--- config.mk ---
export PLATFORM = sky130hd
export DESIGN_NAME = multicycle_ctrl_flat
export DESIGN_NICKNAME = d
export VERILOG_FILES = /design/src/rtl/multicycle_ctrl_if.sv /design/src/rtl/multicycle_ctrl.sv /design/src/flat_wrapper.sv
export SDC_FILE = /design/constraint.sdc
export NUM_CORES = 1
export LEC_CHECK = 0
export CAP_MARGIN = 10
export CORE_UTILIZATION = 49
export CTS_CLUSTER_DIAMETER = 80
export DETAILED_ROUTE_END_ITERATION = 8
export PLACE_DENSITY_LB_ADDON = 0.2
export SYNTH_ARGS = -nofsm -noshare
export SYNTH_HDL_FRONTEND = slang
export SYNTH_SLANG_ARGS = --single-unit
--- constraint.sdc ---
create_clock -name clk -period 2.7 [get_ports clk]
set_input_delay 0.54 -clock clk [delete_from_list [all_inputs] [get_ports clk]]
set_output_delay 0.54 -clock clk [all_outputs]
set_load 0.02 [all_outputs]
--- src/rtl/multicycle_ctrl_if.sv ---
`default_nettype none
// ============================================================================
// Module      : multicycle_ctrl_if
// Description : Handshake/control bundle between the multi-cycle controller
//               and the fetch/decode + datapath side of the RV32I lab core.
// Revision    : 1.0  initial release
// ============================================================================
interface multicycle_ctrl_if;
  // decode fields and datapath status, driven by the datapath side
  logic        run;
  logic [6:0]  opcode;
  logic [2:0]  funct3;
  logic [6:0]  funct7;
  logic        alu_zero;
  // controls issued by the controller
  logic        pc_write;
  logic [1:0]  pc_src;
  logic        ir_write;
  logic        reg_write;
  logic        mem_read;
  logic        mem_write;
  logic        alu_src_b;
  logic [3:0]  alu_ctrl;
  logic [1:0]  wb_sel;
  logic [2:0]  state;
  logic        trap;
  logic [31:0] instr_count;

  // datapath / fetch side
  modport master (
    output run, opcode, funct3, funct7, alu_zero,
    input  pc_write, pc_src, ir_write, reg_write, mem_read, mem_write,
           alu_src_b, alu_ctrl, wb_sel, state, trap, instr_count
  );

  // controller side
  modport slave (
    input  run, opcode, funct3, funct7, alu_zero,
    output pc_write, pc_src, ir_write, reg_write, mem_read, mem_write,
           alu_src_b, alu_ctrl, wb_sel, state, trap, instr_count
  );
endinterface
`default_nettype wire

--- src/rtl/multicycle_ctrl.sv ---
`default_nettype none
// ============================================================================
// Module      : multicycle_ctrl
// Description : Multi-cycle IF/ID/EX/MEM/WB control unit for the RV32I lab
//               core. Issues PC/IR/regfile/ALU/memory controls, counts
//               retired instructions and traps on unsupported encodings.
// Revision    : 1.0  initial release
// ============================================================================
module multicycle_ctrl (
  input  logic                clk,
  input  logic                rst,
  multicycle_ctrl_if.slave    bus
);

  typedef enum logic [2:0] {
    S_IF   = 3'd0,
    S_ID   = 3'd1,
    S_EX   = 3'd2,
    S_MEM  = 3'd3,
    S_WB   = 3'd4,
    S_TRAP = 3'd5
  } state_t;

  localparam logic [6:0] OP_R    = 7'b0110011;
  localparam logic [6:0] OP_I    = 7'b0010011;
  localparam logic [6:0] OP_LW   = 7'b0000011;
  localparam logic [6:0] OP_SW   = 7'b0100011;
  localparam logic [6:0] OP_BR   = 7'b1100011;
  localparam logic [6:0] OP_JAL  = 7'b1101111;
  localparam logic [6:0] OP_LUI  = 7'b0110111;
  localparam logic [6:0] F7_ALT  = 7'b0100000;

  localparam logic [3:0] ALU_ADD    = 4'd0;
  localparam logic [3:0] ALU_SUB    = 4'd1;
  localparam logic [3:0] ALU_SLL    = 4'd2;
  localparam logic [3:0] ALU_SLT    = 4'd3;
  localparam logic [3:0] ALU_SLTU   = 4'd4;
  localparam logic [3:0] ALU_XOR    = 4'd5;
  localparam logic [3:0] ALU_SRL    = 4'd6;
  localparam logic [3:0] ALU_SRA    = 4'd7;
  localparam logic [3:0] ALU_OR     = 4'd8;
  localparam logic [3:0] ALU_AND    = 4'd9;
  localparam logic [3:0] ALU_PASS_B = 4'd10;

  state_t      state_q, state_d;
  logic [6:0]  opcode_q;
  logic [2:0]  funct3_q;
  logic [6:0]  funct7_q;
  logic [31:0] count_q;

  logic        id_legal;
  logic        retire;
  logic        alt_f7;
  logic        is_r, is_i, is_lw, is_sw, is_br, is_jal, is_lui;

  logic        pc_write, ir_write, reg_write, mem_read, mem_write, alu_src_b;
  logic [1:0]  pc_src, wb_sel;
  logic [3:0]  alu_ctrl;

  // Only legal encodings ever leave ID, so an exact match of the latched
  // funct7 against 0100000 is all SUB/SRA selection needs.
  assign alt_f7 = (funct7_q == F7_ALT);
  assign is_r   = (opcode_q == OP_R);
  assign is_i   = (opcode_q == OP_I);
  assign is_lw  = (opcode_q == OP_LW);
  assign is_sw  = (opcode_q == OP_SW);
  assign is_br  = (opcode_q == OP_BR);
  assign is_jal = (opcode_q == OP_JAL);
  assign is_lui = (opcode_q == OP_LUI);

  function automatic logic [3:0] alu_op(input logic [2:0] f3,
                                        input logic       sub_ok,
                                        input logic       alt);
    logic [3:0] op;
    case (f3)
      3'b000:  op = (sub_ok && alt) ? ALU_SUB : ALU_ADD;
      3'b001:  op = ALU_SLL;
      3'b010:  op = ALU_SLT;
      3'b011:  op = ALU_SLTU;
      3'b100:  op = ALU_XOR;
      3'b101:  op = alt ? ALU_SRA : ALU_SRL;
      3'b110:  op = ALU_OR;
      default: op = ALU_AND;
    endcase
    return op;
  endfunction

  // Classify the live decode fields during ID to pick EX or TRAP.
  always_comb begin
    id_legal = 1'b0;
    case (bus.opcode)
      OP_R:   id_legal = (bus.funct7 == 7'b0000000) ||
                         ((bus.funct7 == F7_ALT) &&
                          ((bus.funct3 == 3'b000) || (bus.funct3 == 3'b101)));
      OP_I: begin
        case (bus.funct3)
          3'b001:  id_legal = (bus.funct7 == 7'b0000000);
          3'b101:  id_legal = (bus.funct7 == 7'b0000000) || (bus.funct7 == F7_ALT);
          default: id_legal = 1'b1;
        endcase
      end
      OP_LW:  id_legal = (bus.funct3 == 3'b010);
      OP_SW:  id_legal = (bus.funct3 == 3'b010);
      OP_BR:  id_legal = (bus.funct3 == 3'b000) || (bus.funct3 == 3'b001);
      OP_JAL: id_legal = 1'b1;
      OP_LUI: id_legal = 1'b1;
      default: id_legal = 1'b0;
    endcase
  end

  // Next-state and control decode; reset masks every enable and the retire.
  always_comb begin
    state_d   = state_q;
    retire    = 1'b0;
    pc_write  = 1'b0;
    pc_src    = 2'd0;
    ir_write  = 1'b0;
    reg_write = 1'b0;
    mem_read  = 1'b0;
    mem_write = 1'b0;
    alu_src_b = 1'b0;
    alu_ctrl  = ALU_ADD;
    wb_sel    = 2'd0;

    case (state_q)
      S_IF: begin
        if (bus.run) begin
          ir_write = 1'b1;
          pc_write = 1'b1;
          state_d  = S_ID;
        end
      end
      S_ID: begin
        state_d = id_legal ? S_EX : S_TRAP;
      end
      S_EX: begin
        if (is_r || is_i) begin
          alu_src_b = is_i;
          alu_ctrl  = alu_op(funct3_q, is_r, alt_f7);
          state_d   = S_WB;
        end else if (is_lw || is_sw) begin
          alu_src_b = 1'b1;
          alu_ctrl  = ALU_ADD;
          state_d   = S_MEM;
        end else if (is_br) begin
          alu_ctrl  = ALU_SUB;
          pc_src    = 2'd1;
          pc_write  = funct3_q[0] ? !bus.alu_zero : bus.alu_zero;
          retire    = 1'b1;
          state_d   = S_IF;
        end else if (is_jal) begin
          pc_write  = 1'b1;
          pc_src    = 2'd2;
          state_d   = S_WB;
        end else if (is_lui) begin
          alu_src_b = 1'b1;
          alu_ctrl  = ALU_PASS_B;
          state_d   = S_WB;
        end else begin
          state_d   = S_TRAP;
        end
      end
      S_MEM: begin
        if (is_lw) begin
          mem_read  = 1'b1;
          state_d   = S_WB;
        end else begin
          mem_write = 1'b1;
          retire    = 1'b1;
          state_d   = S_IF;
        end
      end
      S_WB: begin
        reg_write = 1'b1;
        wb_sel    = is_lw ? 2'd1 : (is_jal ? 2'd2 : 2'd0);
        retire    = 1'b1;
        state_d   = S_IF;
      end
      S_TRAP: begin
        state_d = S_TRAP;
      end
      default: begin
        state_d = S_IF;
      end
    endcase

    if (rst) begin
      pc_write  = 1'b0;
      ir_write  = 1'b0;
      reg_write = 1'b0;
      mem_read  = 1'b0;
      mem_write = 1'b0;
      retire    = 1'b0;
    end
  end

  // State, latched decode fields and retired-instruction counter.
  always_ff @(posedge clk) begin
    if (rst) begin
      state_q  <= S_IF;
      opcode_q <= 7'd0;
      funct3_q <= 3'd0;
      funct7_q <= 7'd0;
      count_q  <= 32'd0;
    end else begin
      state_q <= state_d;
      if (state_q == S_ID) begin
        opcode_q <= bus.opcode;
        funct3_q <= bus.funct3;
        funct7_q <= bus.funct7;
      end
      if (retire) begin
        count_q <= count_q + 32'd1;
      end
    end
  end

  assign bus.pc_write    = pc_write;
  assign bus.pc_src      = pc_src;
  assign bus.ir_write    = ir_write;
  assign bus.reg_write   = reg_write;
  assign bus.mem_read    = mem_read;
  assign bus.mem_write   = mem_write;
  assign bus.alu_src_b   = alu_src_b;
  assign bus.alu_ctrl    = alu_ctrl;
  assign bus.wb_sel      = wb_sel;
  assign bus.state       = state_q;
  assign bus.trap        = (state_q == S_TRAP);
  assign bus.instr_count = count_q;

endmodule
`default_nettype wire

--- src/flat_wrapper.sv ---
// flat-port wrapper written by rule: the top's interface ports become plain ports
module multicycle_ctrl_flat 
  (clk, rst, bus_run, bus_opcode, bus_funct3, bus_funct7, bus_alu_zero, bus_pc_write, bus_pc_src, bus_ir_write, bus_reg_write, bus_mem_read, bus_mem_write, bus_alu_src_b, bus_alu_ctrl, bus_wb_sel, bus_state, bus_trap, bus_instr_count);
  multicycle_ctrl_if bus_i ();
  input  logic clk;
  input  logic rst;
  input wire logic [$bits(bus_i.run)-1:0] bus_run;
  input wire logic [$bits(bus_i.opcode)-1:0] bus_opcode;
  input wire logic [$bits(bus_i.funct3)-1:0] bus_funct3;
  input wire logic [$bits(bus_i.funct7)-1:0] bus_funct7;
  input wire logic [$bits(bus_i.alu_zero)-1:0] bus_alu_zero;
  output wire logic [$bits(bus_i.pc_write)-1:0] bus_pc_write;
  output wire logic [$bits(bus_i.pc_src)-1:0] bus_pc_src;
  output wire logic [$bits(bus_i.ir_write)-1:0] bus_ir_write;
  output wire logic [$bits(bus_i.reg_write)-1:0] bus_reg_write;
  output wire logic [$bits(bus_i.mem_read)-1:0] bus_mem_read;
  output wire logic [$bits(bus_i.mem_write)-1:0] bus_mem_write;
  output wire logic [$bits(bus_i.alu_src_b)-1:0] bus_alu_src_b;
  output wire logic [$bits(bus_i.alu_ctrl)-1:0] bus_alu_ctrl;
  output wire logic [$bits(bus_i.wb_sel)-1:0] bus_wb_sel;
  output wire logic [$bits(bus_i.state)-1:0] bus_state;
  output wire logic [$bits(bus_i.trap)-1:0] bus_trap;
  output wire logic [$bits(bus_i.instr_count)-1:0] bus_instr_count;
  assign bus_i.run = bus_run;
  assign bus_i.opcode = bus_opcode;
  assign bus_i.funct3 = bus_funct3;
  assign bus_i.funct7 = bus_funct7;
  assign bus_i.alu_zero = bus_alu_zero;
  assign bus_pc_write = bus_i.pc_write;
  assign bus_pc_src = bus_i.pc_src;
  assign bus_ir_write = bus_i.ir_write;
  assign bus_reg_write = bus_i.reg_write;
  assign bus_mem_read = bus_i.mem_read;
  assign bus_mem_write = bus_i.mem_write;
  assign bus_alu_src_b = bus_i.alu_src_b;
  assign bus_alu_ctrl = bus_i.alu_ctrl;
  assign bus_wb_sel = bus_i.wb_sel;
  assign bus_state = bus_i.state;
  assign bus_trap = bus_i.trap;
  assign bus_instr_count = bus_i.instr_count;
  multicycle_ctrl u_core (.clk(clk), .rst(rst), .bus(bus_i));
endmodule
## Yosys cells after proc, flatten, opt, wreduce, memory -nomap -nowiden

Cells that the tools add are included.

- Output and inout port bits: 50
- ROM bits: 0
- RAM bits: 0
- Register bits: 52
- Logic and storage cells: 108
- Memories: 0
- Bits in latches: 0

- Bitwise logic cells: 0
- $lt $le $gt $ge: 0
- Multipliers: 0
- Shifts and indexed selects: 0
- Divide/modulo/power cells: 0
- Muxes and demuxes: 56
- Add/sub/neg operators: 1
- Reduce and logical (&&, ||, !) cells: 15
- Equality and inequality tests: 31

Operator list:

| kind | number |
|---|---|
| equality test 7 x 6 -> 1 bit, second input constant | 8 |
| adder 32 x 1 -> 32 bit, second input constant | 1 |
| 2-to-1 mux 1 bit | 30 |
| equality test 7 bit, second input constant | 4 |
| one-hot mux 4 bit (7 select lines) | 1 |
| 2-to-1 mux 4 bit | 6 |
| 2-to-1 mux 3 bit | 7 |
| equality test 3 bit, second input constant | 6 |
| equality test 3 x 2 -> 1 bit, second input constant | 5 |
| one-hot mux 3 bit (5 select lines) | 1 |
| equality test 7 x 2 -> 1 bit, second input constant | 2 |
| equality test 7 x 5 -> 1 bit, second input constant | 2 |
| 2-to-1 mux 2 bit | 7 |
| equality test 3 x 1 -> 1 bit, second input constant | 3 |
| zero test 3 bit | 3 |
| zero test 7 bit | 1 |
| logical OR 1 bit | 6 |
| one-hot mux 1 bit (5 select lines) | 1 |
| one-hot mux 1 bit (2 select lines) | 2 |
| OR reduction 2 bit | 2 |
| one-hot mux 1 bit (3 select lines) | 1 |
| logical AND 1 bit | 2 |
| inequality test 2 bit, second input constant | 1 |
| zero test 1 bit | 1 |

## Longest topological paths before layout

- Word-level depth: 7
- Gate-level depth with buffers: 8
- Gate-level depth less buffers: 5

## Least setup slack after synthesis

Ideal clock, no wire load.

- Path type: reg-to-reg
- From: register u_core.state_q[0], in the netlist u_core.bus.state[0]
- To: register u_core.count_q[28], in the netlist u_core.bus.instr_count[28]
- Arrival: 2459 ps
- Path buffers: 2
- Clock period less this slack: 2530 ps
- Path slack: 170 ps
- Library setup time: 71 ps
- Stages on the path, launching flop included: 8
- Data required time: 2629 ps
- Cell sequence: dfxtp_1 > buf_6 > or3b_4 > nor4_4 > o31ai_2 > buf_6 > or4_1 > a21oi_1

- Longest elaborated chain between the ends: 3
- Elaborated cells between the ends (all ways): 5
- Classes of those cells: 3 x eq/ne; 2 x mux

RTL lines:

| element | line | source |
|---|---|---|
| start, declared | multicycle_ctrl.sv:45 | `state_t state_q, state_d;` |
| start signal, assigned | multicycle_ctrl.sv:206 | `state_q <= state_d;` |
| equality test 3 bit / equality test 3 x 2 -> 1 bit (equally long branches) | multicycle_ctrl.sv:125 | `case (state_q)` |
| one-hot mux 1 bit (3 select lines) * | multicycle_ctrl.sv:125 |  |
| 2-to-1 mux 1 bit * | multicycle_ctrl.sv:187 | `if (rst) begin` |
| end signal, assigned | multicycle_ctrl.sv:213 | `count_q <= count_q + 32'd1;` |
| end, declared | multicycle_ctrl.sv:49 | `logic [31:0] count_q;` |

Every way passes the cells marked *; elsewhere a longest branch is shown, timed or not.
A chain may end at the register's enable or synchronous reset.

## Final worst setup path

- From: input bus_alu_zero
- To: output bus_pc_write

- Longest elaborated chain between the ends: 7

RTL lines:

| element | line | source |
|---|---|---|
| start, declared | flat_wrapper.sv:11 | `input wire logic [$bits(bus_i.alu_zero)-1:0] bus_alu_zero;` |
| zero test 1 bit | multicycle_ctrl.sv:148 | `pc_write = funct3_q[0] ? !bus.alu_zero : bus.alu_zero;` |
| 2-to-1 mux 1 bit * | multicycle_ctrl.sv:148 |  |
| 2-to-1 mux 1 bit * | multicycle_ctrl.sv:145 | `end else if (is_br) begin` |
| 2-to-1 mux 1 bit * | multicycle_ctrl.sv:141 | `end else if (is_lw \|\| is_sw) begin` |
| 2-to-1 mux 1 bit * | multicycle_ctrl.sv:137 | `if (is_r \|\| is_i) begin` |
| one-hot mux 1 bit (2 select lines) * | multicycle_ctrl.sv:125 |  |
| 2-to-1 mux 1 bit * | multicycle_ctrl.sv:187 |  |
| end, declared | flat_wrapper.sv:12 | `output wire logic [$bits(bus_i.pc_write)-1:0] bus_pc_write;` |

Marks and branches as above.

==> results_dict.tcl <==
set metrics [dict create \
    drtIter0Drc 169 \
    critPathMostFrequentCell "clkdlybuf4s50_1" \
    relSlewSlack_pct 50.7 \
    synth-simple-area-share_pct 32.1 \
    max_freq_mhz 387 \
    synth_area_leader_cell "dfxtp_1" \
    start_kind "input pin" \
    root_buffer "clkbuf_8" \
    fillCellCount 499 \
    dp_slack_ns 0.124 \
    seq_area_frac_synth_pct 37.5 \
    ir_drop_v 0.000379 \
    switchingPower_mw 0.435 \
    syn2layout_area_growth_pct 32.8 \
    comb_power_share_pct 17.5 \
    synth_top_family_by_area "simple AND/OR/NAND/NOR gates" \
    wl_per_cell_um 13.4 \
    fin_nets 456 \
    hold_path.class "flip-flop to flip-flop" \
    slew_violations 0 \
    diodes 0 \
    synthXorXnorAreaFrac_pct 3.15 \
    htree_levels 2 \
    p_seq_share_pct 53.7 \
    end_kind "output pin" \
    maxCapViolCount 0 \
    detail-route-antenna-nets 0 \
    synth_ff_type "dfxtp_1" \
    numClockSinks 52 \
    swShare_pct 27.9 \
    final_layout_size_suffix_gt1_share_pct 7.37 \
    globalplace.congestion 0.902 \
    rows 27 \
    worst-path-buf-inv 2 \
    p_int_mw 1.12 \
    slowest_delay_ns 0.62 \
    cp_data_arrival_time_ns 2.04 \
    synthMuxAreaShare_pct 0.361 \
    worst_pin_slew_ns 0.737 \
    firstDrtPassIters 4 \
    netlist_instances 363 \
    clk_pin_slew_ns 0.09 \
    grt_max_degree 47 \
    finalInstanceArea_mm2 0.00369 \
    setup_tns_ns 0 \
    cpMaxStageDelayCell "clkdlybuf4s50_1" \
    synth_compound_area_share_pct 21.6 \
    fp.dieArea_mm2 0.00597 \
    setup_viol 0 \
    post-dp-hpwl_um 4950 \
    vias_per_cell 5.65 \
    power_density_mw_per_mm2 423 \
    synthAdderAreaFrac_pct 0.451 \
    status "complete, no violations" \
    critical_path_class "input pin to output pin" \
    ys_warn_count 0 \
    power_mw 1.56 \
    synth.net_count 385 \
    setup_slack_ns 0.118 \
    grt_pass1_vias 2509 \
    grt_setup_unrepaired "yes" \
    coreArea_mm2 0.00547 \
    cts.path.max_buffers 2 \
    cts_setup_buffers 0 \
    dr_total_vias 2861 \
    numCtsBuffers 5 \
    ios 71 \
    whs_ns 0.456 \
    ys_seq_elements 52 \
    critPathRequiredTime_ns 2.16 \
    fp.dieH_um 77.3 \
    io_buffer_count 70 \
    path_max_fanout 1 \
    hold_viol_final 0 \
    final_cells 506 \
    syn_area_mm2 0.00278 \
    clock_latency_ns 0.30 \
    netlist_top_cells_area "dfxtp_1 37%, a21oi_1 8.8%, nand2_1 7.4%" \
    placedInstanceArea_mm2 0.00357 \
    drc 0 \
    avgSynthCellArea_um2 7.65 \
    power_leakage_nw 1.26 \
    placed_cells 498 \
    overflow 0 \
    grt_use_total_pct 23.3 \
    start_util_pct 50.7 \
    finalCritPeriodShare_pct 95.6 \
    crit_chain "clkdlybuf4s50_1, xor2_1, nor4_1, o21bai_1, clkdlybuf4s50_1" \
    finalCriticalPeriod_ns 2.58 \
    antenna_found_initial 0 \
    grt_pass1_wl_um 11500 \
    cp_top_family "buffers and inverters" \
    synth-edff-count 0 \
    postCtsHoldBufs 0 \
    clock_skew_ns 0.00657 \
    wl_um 6800 \
    ys_async_sr_fraction_pct 0 \
    clockPowerShare_pct 28.8 \
    fin_util_pct 67.4 \
    synth_top_area_share_pct 37.5 \
    die_w_um 77.3 \
    cts_tree "built" \
    yosysUniqueCellTypes 48 \
]
## cells in the mapped netlist (all sizes together) (2+ instances only)
| cell type | n |
|---|---|
| a211o | 2 |
| a21o | 3 |
| a21oi | 49 |
| and2 | 3 |
| and3 | 7 |
| and4 | 2 |
| buf | 3 |
| clkbuf | 17 |
| dfxtp | 52 |
| inv | 11 |
| nand2 | 55 |
| nand2b | 4 |
| nand3 | 10 |
| nand3b | 7 |
| nand4 | 9 |
| nor2 | 27 |
| nor2b | 3 |
| nor3 | 8 |
| nor4 | 3 |
| o21ai | 16 |
| o311ai | 4 |
| o31ai | 15 |
| or3 | 14 |
| or3b | 2 |
| or4 | 12 |
| xnor2 | 2 |
| xor2 | 8 |
## sequential cells by signal, summed over array words and instances, names as in the netlist
signal and flops:
u_core.funct7_q 7, u_core.bus.instr_count 32, u_core.opcode_q 7, u_core.bus.state 3
u_core.funct3_q 3
## metal layers
metal,GRT usage (%),share of wire [%],wire [µm],vias to the layer above
met1,32.0,49,3300,1326
met3,3.81,4.9,332,2
met5,0,0,0,-
met2,37.9,46,3140,70
met4,5.66,0.46,31,0
li1,-,-,-,1463
## logic make-up after synthesis
kind of cell | Yosys count
AOI/OAI and AO/OA | 99
xor gates and xnor gates | 10
adders and majority gates | 1
buffers and inverters | 31
DFF | 52
muxes | 1
and+or+nand+nor | 169
## cell type report
cell class | instances | area, µm² | share of cell area [%]
inverters | 11 | 41.3 | 1.12
clock inverters | 1 | 8.76 | 0.238
well taps | 72 | 90.1 | 2.44
clock buffers | 6 | 82.6 | 2.24
repair buffers | 84 | 806 | 21.9
multi-input cells | 280 | 1620 | 43.8
flip-flops and latches | 52 | 1040 | 28.3
## power groups by stage
stage	clock [mW]	combinational [mW]	sequential, mW
after CTS	0.465	0.272	0.836
after detailed placement	0	0.270	0.854
after global placement	0	0.265	0.852
after global routing	0.501	0.300	0.844
after floorplan	0	0.173	0.847
final	0.450	0.273	0.837
## cell usage in the layout (no fill, tap or decap), types with 3 or more instances in the layout
cell,synthesis,final
buf_4,0,13
nand2b_1,4,4
or3_1,14,14
clkdlybuf4s50_1,0,62
clkbuf_8,0,6
nor3_1,8,7
o21ai_0,16,16
dlygate4sd2_1,0,3
o31ai_1,14,13
nor2b_1,3,3
nand3b_1,7,7
nand2_1,55,55
inv_1,11,11
nand3_1,10,10
nor2_1,27,27
and2_1,3,3
xor2_1,8,8
o311ai_0,3,3
a21o_1,3,3
a21oi_1,49,48
or4_1,12,12
and3_1,7,7
nand4_1,9,9
dfxtp_1,52,51
## worst register-to-register path, cell delays in order (launching register included)
cell and delay (ns):
dfxtp_1 0.32, or3b_4 0.43, nor4_4 0.29, buf_4 0.22, o31ai_2 0.14, buf_6 0.18
or4_1 0.50, a21oi_1 0.15
## final timing paths
path / start / to / slack, ns / cells after the start
max: bus_alu_zero / bus_pc_write / 0.12 / 5
min: u_core.funct7_q[1] / u_core.funct7_q[1] / 0.46 / 2
max reg2reg: u_core.bus.state[0] / u_core.bus.instr_count[24] / 0.41 / 7
min reg2reg: u_core.funct7_q[1] / u_core.funct7_q[1] / 0.46 / 2
## timing repair
action,in CTS,in global routing
pin swaps,0,0
endpoints found under the setup margin,6,7
resized for setup,6,6
hold endpoints to repair,0,0
Note: power is estimated with default switching activity, not from simulation.
